`src/rtl/rf_wb_arbiter.sv`:
```
// Register-file writeback arbiter: pipe writes win, multi-cycle results queue in a FIFO and
// a pending-register scoreboard feeds decode hazards. Optional RF_WB_BYPASS_EN skips the FIFO.
module rf_wb_arbiter #(
  parameter int unsigned FIFO_DEPTH = 2,
  parameter int unsigned XLEN       = 32
) (
  input  logic                          clk,
  input  logic                          rst_n,
  input  logic                          pipe_wen,
  input  logic [4:0]                    pipe_wr,
  input  logic [XLEN-1:0]               pipe_wd,
  input  logic                          mc_issue,
  input  logic [4:0]                    mc_issue_rd,
  input  logic                          mc_valid,
  output logic                          mc_ready,
  input  logic [4:0]                    mc_wr,
  input  logic [XLEN-1:0]               mc_wd,
  output logic                          rf_wen,
  output logic [4:0]                    rf_wr,
  output logic [XLEN-1:0]               rf_wd,
  input  logic [4:0]                    dec_rs1,
  input  logic [4:0]                    dec_rs2,
  input  logic [4:0]                    dec_rd,
  output logic                          hazard,
  output logic [$clog2(FIFO_DEPTH):0]   fifo_count
);

  localparam int unsigned PW = $clog2(FIFO_DEPTH);
  localparam int unsigned CW = PW + 1;

  logic [4:0]      fifo_wr_q [FIFO_DEPTH];
  logic [XLEN-1:0] fifo_wd_q [FIFO_DEPTH];
  logic [PW-1:0]   rd_ptr_q, wr_ptr_q;
  logic [CW-1:0]   count_q, count_d;

  logic            rf_wen_q, rf_mc_q;
  logic [4:0]      rf_wr_q;
  logic [XLEN-1:0] rf_wd_q;
  logic [31:0]     pending_q, pending_d;

  logic            hs, pipe_take, fifo_empty, pop, push, bypass;
  logic            sel_valid, sel_mc;
  logic [4:0]      sel_wr;
  logic [XLEN-1:0] sel_wd;

  assign mc_ready   = (count_q < CW'(FIFO_DEPTH));
  assign hs         = mc_valid & mc_ready;
  assign pipe_take  = pipe_wen & (pipe_wr != 5'd0);
  assign fifo_empty = (count_q == '0);
  assign pop        = ~pipe_take & ~fifo_empty;

`ifdef RF_WB_BYPASS_EN
  assign bypass = hs & fifo_empty & ~pipe_take;
`else
  assign bypass = 1'b0;
`endif

  assign push    = hs & ~bypass;
  assign count_d = count_q + CW'(push) - CW'(pop);

  always_comb begin
    sel_valid = 1'b0;
    sel_mc    = 1'b0;
    sel_wr    = 5'd0;
    sel_wd    = '0;
    if (pipe_take) begin
      sel_valid = 1'b1;
      sel_wr    = pipe_wr;
      sel_wd    = pipe_wd;
    end else if (pop) begin
      sel_valid = 1'b1;
      sel_mc    = 1'b1;
      sel_wr    = fifo_wr_q[rd_ptr_q];
      sel_wd    = fifo_wd_q[rd_ptr_q];
    end else if (bypass) begin
      sel_valid = 1'b1;
      sel_mc    = 1'b1;
      sel_wr    = mc_wr;
      sel_wd    = mc_wd;
    end
  end

  // Clear follows the committed mc write; a same-cycle issue re-sets the bit afterwards.
  always_comb begin
    pending_d = pending_q;
    if (rf_wen_q && rf_mc_q) pending_d[rf_wr_q] = 1'b0;
    if (mc_issue) pending_d[mc_issue_rd] = 1'b1;
    pending_d[0] = 1'b0;
  end

  always_ff @(posedge clk) begin
    if (push) begin
      fifo_wr_q[wr_ptr_q] <= mc_wr;
      fifo_wd_q[wr_ptr_q] <= mc_wd;
    end
  end

  always_ff @(posedge clk or negedge rst_n) begin
    if (!rst_n) begin
      rd_ptr_q  <= '0;
      wr_ptr_q  <= '0;
      count_q   <= '0;
      rf_wen_q  <= 1'b0;
      rf_mc_q   <= 1'b0;
      rf_wr_q   <= 5'd0;
      rf_wd_q   <= '0;
      pending_q <= '0;
    end else begin
      if (push) wr_ptr_q <= wr_ptr_q + PW'(1);
      if (pop)  rd_ptr_q <= rd_ptr_q + PW'(1);
      count_q   <= count_d;
      pending_q <= pending_d;
      if (sel_valid) begin
        rf_wen_q <= (sel_wr != 5'd0);
        rf_mc_q  <= sel_mc;
        rf_wr_q  <= sel_wr;
        rf_wd_q  <= sel_wd;
      end else begin
        rf_wen_q <= 1'b0;
      end
    end
  end

  assign rf_wen     = rf_wen_q;
  assign rf_wr      = rf_wr_q;
  assign rf_wd      = rf_wd_q;
  assign fifo_count = count_q;
  assign hazard     = pending_q[dec_rs1] | pending_q[dec_rs2] | pending_q[dec_rd];

endmodule

```
`config.mk`:
```
export PLATFORM = sky130hd
export DESIGN_NAME = rf_wb_arbiter
export DESIGN_NICKNAME = d
export VERILOG_FILES = /design/src/rtl/rf_wb_arbiter.sv
export SDC_FILE = /design/constraint.sdc
export NUM_CORES = 1
export LEC_CHECK = 0
export ABC_AREA = 1
export ABC_CLOCK_PERIOD_IN_PS = 6000
export CAP_MARGIN = 20
export CORE_UTILIZATION = 40
export CTS_CLUSTER_SIZE = 14
export DETAILED_ROUTE_END_ITERATION = 7
export GPL_ROUTABILITY_DRIVEN = 0
export PLACE_DENSITY_LB_ADDON = 0.05
export SLEW_MARGIN = 20
export SYNTH_ARGS = -nofsm -noshare
export SYNTH_HDL_FRONTEND = slang
export SYNTH_SLANG_ARGS = --single-unit
```
`constraint.sdc`:
```
create_clock -name clk -period 6 [get_ports clk]
set_clock_uncertainty 0.05 [all_clocks]
set_input_delay 0.9 -clock clk [delete_from_list [all_inputs] [get_ports clk]]
set_output_delay 0.9 -clock clk [all_outputs]
set_load 0.02 [all_outputs]
```
==> results of run 1 <==
==> synth_stat cells (4+ instances only) <==
cell type,count
nor2_1,29
buf_2,19
o311ai_1,7
nand3_1,157
o21ai_0,67
inv_1,50
dfrtp_1,74
clkbuf_1,6
edfxtp_1,74
nand2_1,271
inv_2,4
==> flip-flops by register name, indices dropped and copies added, names as in the netlist <==
signal	flops
fifo_count	2
fifo_wd_q	64
fifo_wr_q	10
pending_q	31
rd_ptr_q	1
rf_mc_q	1
rf_wd	32
rf_wen	1
rf_wr	5
wr_ptr_q	1
==> metal layers <==
| metal | vias to the layer above | global-route usage [%] |
|---|---|---|
| li1 | 2890 | - |
| met1 | 2931 | 28.08 |
| met2 | 232 | 40.28 |
| met3 | 40 | 4.909 |
| met4 | 0 | 10.23 |
| met5 | - | 0 |
==> layout make-up <==
class	instances	area share, %
clock buffers	22	4.868
clock inverters	10	1.974
inverters	54	2.221
multi-input cells	546	26.96
flip-flops and latches	148	44.65
well taps	220	3.017
repair buffers	146	16.32
==> power breakdown <==
group | total, mW | switching (mW) | internal, mW
Combinational | 1.38 | 0.847 | 0.528
Clock | 1.13 | 0.391 | 0.736
Sequential | 1.65 | 0.262 | 1.39
Total | 4.15 | 1.50 | 2.65
==> worst paths after layout <==
kind                                               from                 endpoint  slack (ps)  depth (start not counted)
worst max-delay path                          dec_rd[0]                   hazard        1640                         10
worst min-delay path                              rst_n    rf_wd[17]$_DFFE_PN0P_         380                          1
min in group clk                 pending_q[5]$_DFF_PN0_   pending_q[5]$_DFF_PN0_         460                          2
max in group asynchronous                         rst_n  pending_q[20]$_DFF_PN0_        4930                          2
worst max register to register  fifo_count[1]$_DFF_PN0_         rf_wen$_DFF_PN0_        3190                          8
worst min register to register   pending_q[5]$_DFF_PN0_   pending_q[5]$_DFF_PN0_         460                          2
==> metrics by stage <==
| stage | hold slack (ps) | power [mW] | setup WS (ps) | area, um2 |
|---|---|---|---|---|
| floorplan | 424.3 | 2.389 | 2924 | 6907 |
| global placement | 449.5 | 2.981 | 1843 | 8433 |
| detailed placement | 452.4 | 3.035 | 1725 | 8473 |
| CTS | 463.5 | 4.173 | 1719 | 9097 |
| global route | 390.7 | 4.384 | 1404 | 9125 |
| finish | 377.8 | 4.150 | 1643 | 9125 |
==> critical path, stage by stage <==
cell,delay [ps]
clkdlybuf4s50_1,890
inv_1,330
nand2_1,170
nand3_1,90
nand3_1,120
nand3_1,80
nand3_1,90
nand2_1,70
nand3_1,70
clkdlybuf4s50_1,600
==> cells by family (layout without fill, tap and decap cells) <==
group                      after synthesis  after routing
AOI/OAI and AO/OA                       79             79
xor gates and xnor gates                 4              4
adders and majority gates                1              1
buffers and inverters                   88            232
DFF                                    148            148
and+or+nand+nor                        462            462
==> flow_summary.ini, run 1 <==
[status]
outcome = finished, final reports clean

[yosys]
synthMuxAreaShare_pct = 0
ys_warn_count = 0
synth_top_family_by_area = simple AND/OR/NAND/NOR gates
ys_seq_area_share_pct = 58.99
synth_compound_area_share_pct = 6.286
syn_nets = 882
synth-xor-area-share_pct = 0.7065
netlist_area_mm2 = 0.006907
ys.flop_type = edfxtp_1
yosys-top-cells-area = edfxtp_1 32%, dfrtp_1 27%, nand2_1 15%
yosysTopAreaCellShare_pct = 32.17
ys_ff_latch = 148
syn_inst = 782
synthAdderAreaFrac_pct = 0.1812
synth-simple-area-share_pct = 28.22
synth_edf_count = 74
netlist-cell-type-count = 25
synth_top_area_cell = edfxtp_1
synth.avg_cell_area_um2 = 8.832
async_flop_share_pct = 50.00

[timing]
fmax_mhz = 229.5
setup_viol = 0
slew_headroom_pct = 27.31
finalCriticalPeriod_ps = 4357
hold_viol = 0
rsz0062_at_grt = no
worst_pin_slew_ps = 1089
tns_ps = 0
fin_crit_sh_pct = 72.61
slew_violations = 0

[clock_tree]
cts_made_buffers = 17
post_cts_buffers = 0
root_buffer = clkbuf_16
cts.path.max_buffers = 2
post_cts_resized = 0
cts_num_sinks = 148
cts.reportedPaths.clkPinSlew_ps = 60
clock_latency_ps = 410
cts_htree_levels = 4
ctsHoldBuffers = 0
cts_tree = built

[setup_path]
cp.arrival_ps = 3410
crit_path_max_fanout = 21
crit_type = primary input to output port
required_ps = 5050
setup.worst_path.end_class = output port
startpoint_type = primary input

[drt]
vias = 6093
routedWlPerCell_um = 17.25
finalWirelength_um = 19770
first_pass_iters = 5
drc = 0
vias_per_cell = 5.317
wl_met1_um = 8160
drt_iter0_markers = 426
ant_nets = 0
wl_met2_um = 9972
highest_layer = met4
route.met3.wl_um = 1171

[cells_and_area]
diodes = 0
multi_input_area_mm2 = 0.002460
fin_cells = 1146
layout_common_cells = 271 x nand2_1, 157 x nand3_1, 139 x clkdlybuf4s50_1
drive_gt1_share_pct = 4.644
final_util_pct = 54.64
nNetsFinal = 1013
seq_area_mm2 = 0.004074
fillers = 1533
layout_commonest_cell = nand2_1
area_delta_synth_final_pct = 32.12

[grt]
grt_usage_pct = 23.33
grt_pass1_wl_um = 31550
grt_overflow_total = 0
grt_pass1_vias = 6060
antenna_found_initial = 1
grt_max_degree = 75

[floorplan]
rows = 47
core_area_mm2 = 0.01670
die_h_um = 133.4
start_util_pct = 41.35
die_x_um = 133.4
io_pins = 141
dieArea_mm2 = 0.01780

[placement]
dp.final_hpwl_um = 13280
portBuffers = 140
dp_cells = 1113

[power]
irDropWorstVdd_uv = 278.8
powerDensity_mw_per_mm2 = 454.8
p_leak_nw = 3.913

[min_path]
hold_path_class = primary input to asynchronous set/reset pin

[run]
maxCapViolations = 0
Note: power is estimated with default switching activity, not from simulation.
==> run 2: changes to the inputs <==
ABC_CLOCK_PERIOD_IN_PS = 4400   (was 6000)
clock period = 4.4 ns   (was 6 ns; I/O delays follow)
==> run 2 against run 1 <==
Power increased by 38%; routed wire length increased by 0.93%; flip-flop and latch count unchanged; utilization increased by 0.19 points; worst setup slack got worse by 950 ps; worst hold slack got worse by 250 ps; sequential share of layout area decreased by 0.16 points; via count decreased by 0.53%; die area unchanged; register-to-register slack got worse by 1200 ps; count of clock-buffer cells in the layout increased by 1; clock power increased by 45%; critical endpoint unchanged; largest power group unchanged.
==> flow_summary.ini, run 2 (same netlist as run 1, synthesis figures left out) <==
[floorplan]
start_util_pct = 41.35
dieArea_mm2 = 0.01780
core_area_mm2 = 0.01670
io_pins = 141
die_x_um = 133.4
die_h_um = 133.4
rows = 47

[clock_tree]
ctsHoldBuffers = 0
post_cts_buffers = 0
cts_made_buffers = 17
clock_latency_ps = 420
cts_tree = built
cts_htree_levels = 4
root_buffer = clkbuf_16
cts_num_sinks = 148
cts.reportedPaths.clkPinSlew_ps = 60
cts.path.max_buffers = 2
post_cts_resized = 0

[drt]
first_pass_iters = 5
finalWirelength_um = 19950
routedWlPerCell_um = 17.38
wl_met1_um = 8146
route.met3.wl_um = 1296
drc = 0
vias = 6061
ant_nets = 0
drt_iter0_markers = 566
vias_per_cell = 5.280
highest_layer = met4
wl_met2_um = 9990

[cells_and_area]
diodes = 0
layout_commonest_cell = nand2_1
drive_gt1_share_pct = 5.065
layout_common_cells = 271 x nand2_1, 157 x nand3_1, 139 x clkdlybuf4s50_1
finalInstanceArea_mm2 = 0.009158
max_flop_register = fifo_wd_q
area_delta_synth_final_pct = 32.59
nNetsFinal = 1015
largest_reg_flops = 64
final_util_pct = 54.83

[timing]
fmax_mhz = 269.6
finalCriticalPeriod_ps = 3710
slew_violations = 0
tns_ps = 0
setup_viol = 0
hold_viol = 0
slew_headroom_pct = 34.78
fin_crit_sh_pct = 84.31
rsz0062_at_grt = no
worst_pin_slew_ps = 975.9

[status]
outcome = finished, final reports clean

[min_path]
hold_path_class = primary input to asynchronous set/reset pin

[setup_path]
timing.critical_path.mode_cell = nand3_1
cp.arrival_ps = 3000
crit_chain = clkdlybuf4s50_1 -> inv_2 -> nand2_1 -> nand3_1 -> nand3_1 -> nand3_1 -> nand3_1 -> nand2_1 -> nand3_1 -> clkdlybuf4s50_1
cp_top_family = buffers and inverters
crit_path_max_fanout = 17
required_ps = 3690
max_stage_delay_ps = 830
slowest_stage = clkdlybuf4s50_1
path_buf_inv = 3
crit_type = primary input to output port
startpoint_type = primary input
setup.worst_path.end_class = output port

[power]
irDropWorstVdd_uv = 305.6
p_leak_nw = 3.942
powerDensity_mw_per_mm2 = 627.4

[placement]
post_dp_cell_area_mm2 = 0.008463
dp.final_hpwl_um = 13480
portBuffers = 140

[grt]
grt_overflow_total = 0
grt_usage_pct = 23.50
antenna_found_initial = 0
grt_pass1_vias = 6064
grt_pass1_wl_um = 31970
grt_max_degree = 75

[run]
maxCapViolations = 0
[run 2: path summary, 6_finish.rpt]
check                                              from                 endpoint  slack [ps]  depth (start not counted)
worst max-delay path                         dec_rs1[0]                   hazard         690                         10
worst min-delay path                              rst_n    rf_wd[17]$_DFFE_PN0P_         120                          1
worst max register to register  fifo_count[1]$_DFF_PN0_  fifo_count[1]$_DFF_PN0_        1960                          6
worst min register to register    rf_wd[25]$_DFFE_PN0P_    rf_wd[25]$_DFFE_PN0P_         480                          2
max in group asynchronous                         rst_n  pending_q[10]$_DFF_PN0_        3590                          2
min in group clk                  rf_wd[25]$_DFFE_PN0P_    rf_wd[25]$_DFFE_PN0P_         480                          2
[run 2: cell type report]
cell class / count / area [um2]
clock buffer: 23 / 467.9
tap: 220 / 275.3
sequential: 148 / 4074
inverter: 54 / 202.7
fill: 1539 / 7543
clock inverter: 9 / 198.9
timing repair buffer: 148 / 1479
multi-input combinational: 546 / 2460
[run 2: metrics by stage]
step,instances,hold slack [ps],power (mW),setup WS [ps]
final,1148,124.4,5.746,690.4
after global routing,1148,147.8,6.063,521.9
after CTS,1147,405.8,5.773,745.0
after detailed placement,1115,457.1,4.125,751.3
after global placement,1115,445.9,4.078,842.6
after floorplan,782,314.4,3.257,1443
[run 2: report_power, final]
part | internal (mW) | switching, mW | total (mW)
clock | 1.09 | 0.546 | 1.64
combinational | 0.711 | 1.15 | 1.86
sequential | 1.89 | 0.351 | 2.24
[run 2: layer usage]
layer / vias up / GRT usage (%)
met5: - / 0
met4: 0 / 8.838
met3: 41 / 5.061
met2: 254 / 40.19
met1: 2879 / 29.12
li1: 2887 / -
[run 2: worst reg2reg max path, stage by stage (launching register included)]
cell     delay (ps)
dfrtp_1         410
nor2_4          770
inv_2           120
nand2_2         320
xor2_1          180
ha_1            180
xnor3_1         290
==> run 3: changes to the inputs <==
ABC_CLOCK_PERIOD_IN_PS = 3700   (was 4400)
clock period = 3.7 ns   (was 4.4 ns; I/O delays follow)
==> run 3 against run 2 <==
Sequential share of layout area is 0.21 points higher; non-clock buffer count is 3 higher; cell area is 0.48% lower; via count is 0.81% lower; count of clock-buffer cells in the layout is 5 lower; combinational power is 20% higher; register-to-register slack worse by 410 ps; final cell count is 0.17% higher; flip-flop and latch count stayed put; global-route usage is 0.33 points lower; largest power group unchanged; highest routed layer unchanged.
==> flow_summary.ini, run 3 (same netlist as run 1, synthesis figures left out) <==
[status]
outcome = finished, final reports clean

[power]
internal-power_mw = 4.244
p_comb_share_pct = 33.3
swShare_pct = 36.46
powerDensity_mw_per_mm2 = 732.8
irDropWorstVdd_uv = 351.6
clkPwrFrac_pct = 26.9
power_switching_mw = 2.435
p_leak_nw = 3.916
seqPwrFrac_pct = 39.8

[placement]
dp.final_hpwl_um = 13510
portBuffers = 140

[setup_path]
setup.worst_path.end_class = output port
slowest_stage = clkdlybuf4s50_1
r2r_slack_ps = 1550
crit_path_max_fanout = 12
reg2regPathDepth = 7
crit_chain = clkdlybuf4s50_1 -> inv_1 -> nand2_1 -> nand3_1 -> nand3_1 -> nand3_1 -> nand3b_1 -> nand2_1 -> nand3_1 -> clkdlybuf4s50_1
timing.rr.start = fifo_count[1]$_DFF_PN0_
timing.critical_path.mode_cell = nand3_1
required_ps = 3090
max_stage_delay_ps = 720
r2r_end = fifo_count[1]$_DFF_PN0_
critPathLaunch = dec_rd[0]
cp.arrival_ps = 2790
startpoint_type = primary input
crit_type = primary input to output port
crit_end = hazard

[cells_and_area]
final_util_pct = 54.57
drive_gt1_share_pct = 5.591
layout_commonest_cell = nand2_1
largest_reg_flops = 64
nNetsFinal = 1018
layout_common_cells = 271 x nand2_1, 157 x nand3_1, 139 x clkdlybuf4s50_1
diodes = 0
area_delta_synth_final_pct = 31.96
max_flop_register = fifo_wd_q

[timing]
hold_viol = 0
worst_pin_slew_ps = 977.2
rsz0062_at_grt = no
fmax_mhz = 294.7
slew_violations = 0
setup_viol = 0
finalCriticalPeriod_ps = 3393
tns_ps = 0
slew_headroom_pct = 34.86
fin_crit_sh_pct = 91.71
whs_ps = 245.2

[grt]
grt_overflow_total = 0
met1_usage_pct = 27.25
grt_busiest_layer = met2
grt_pass1_vias = 6250
use_met3_pct = 5.860
grt_max_degree = 75
grt_pass1_wl_um = 31330
grt_usage_pct = 23.17
antenna_found_initial = 0
met2_usage_pct = 39.27

[clock_tree]
cts_htree_levels = 4
root_buffer = clkbuf_16
cts_made_buffers = 17
post_cts_buffers = 0
cts_num_sinks = 148
cts.path.max_buffers = 2
ctsHoldBuffers = 0
clock_latency_ps = 420
post_cts_resized = 0
cts.reportedPaths.clkPinSlew_ps = 60
cts_tree = built

[run]
maxCapViolations = 0

[floorplan]
die_x_um = 133.4
rows = 47
core_area_mm2 = 0.01670
dieArea_mm2 = 0.01780
die_h_um = 133.4
start_util_pct = 41.35
io_pins = 141

[drt]
routedWlPerCell_um = 16.95
drt_iter0_markers = 435
vias = 6012
ant_nets = 0
finalWirelength_um = 19500
vias_per_cell = 5.228
drc = 0
first_pass_iters = 5

[min_path]
hold_path_class = primary input to asynchronous set/reset pin
## run 3: changes by cell type in the layout (fill, tap and decap cells not counted)
cell / change
buf_4: +4
clkbuf_1: -4
clkinvlp_4: +4
bufinv_16: -2
buf_16: -1
clkbuf_8: -1
clkinv_1: +1
inv_6: +1
## run 3: per-layer routing
metal	up-vias	routed length [um]	part of all wire, %
li1	2891	-	-
met1	2844	7886	40
met2	227	9753	50
met3	50	1214	6.2
met4	0	641	3.3
met5	-	0	0
## run 3: worst max-delay path, delay by kind of cell
family	cells	cell delay [ps]
buffers and inverters	3	1600
and+or+nand+nor	7	630
## run 3: area by class of cell
| type | count | area [um2] |
|---|---|---|
| Tap cell | 220 | 275.3 |
| Multi-Input combinational cell | 546 | 2460 |
| Sequential cell | 148 | 4074 |
| Fill cell | 1537 | 7587 |
| Clock inverter | 13 | 181.4 |
| Timing Repair Buffer | 151 | 1481 |
| Clock buffer | 18 | 439.2 |
| Inverter | 54 | 202.7 |
## run 3: worst min path at each step
stage | from | endpoint | slack (ps)
after CTS | rst_n | rf_wd[8]$_DFFE_PN0P_ | 270
after global placement | pending_q[6]$_DFF_PN0_ | pending_q[6]$_DFF_PN0_ | 440
after floorplan | rst_n | fifo_count[0]$_DFF_PN0_ | 210
final | rst_n | rf_wd[8]$_DFFE_PN0P_ | 250
after global routing | rst_n | rf_wd[17]$_DFFE_PN0P_ | 320
after detailed placement | pending_q[6]$_DFF_PN0_ | pending_q[6]$_DFF_PN0_ | 450
## run 3: power groups by stage
stage / logic, mW / clock network, mW / registers [mW]
after floorplan: 1.14 / 0 / 2.73
after global placement: 2.19 / 0 / 2.67
after detailed placement: 2.24 / 0 / 2.68
after CTS: 2.25 / 1.84 / 2.65
after global routing: 2.48 / 1.89 / 2.70
final: 2.23 / 1.79 / 2.66
## run 3: metrics by stage
stage | worst slack [ps] | area [um2] | std cells | power, mW
floorplan | 743.2 | 6907 | 782 | 3.874
global placement | 440.0 | 8493 | 1119 | 4.860
detailed placement | 326.1 | 8493 | 1119 | 4.914
CTS | 325.4 | 9114 | 1150 | 6.732
global route | 103.2 | 9114 | 1150 | 7.073
finish | 306.7 | 9114 | 1150 | 6.679
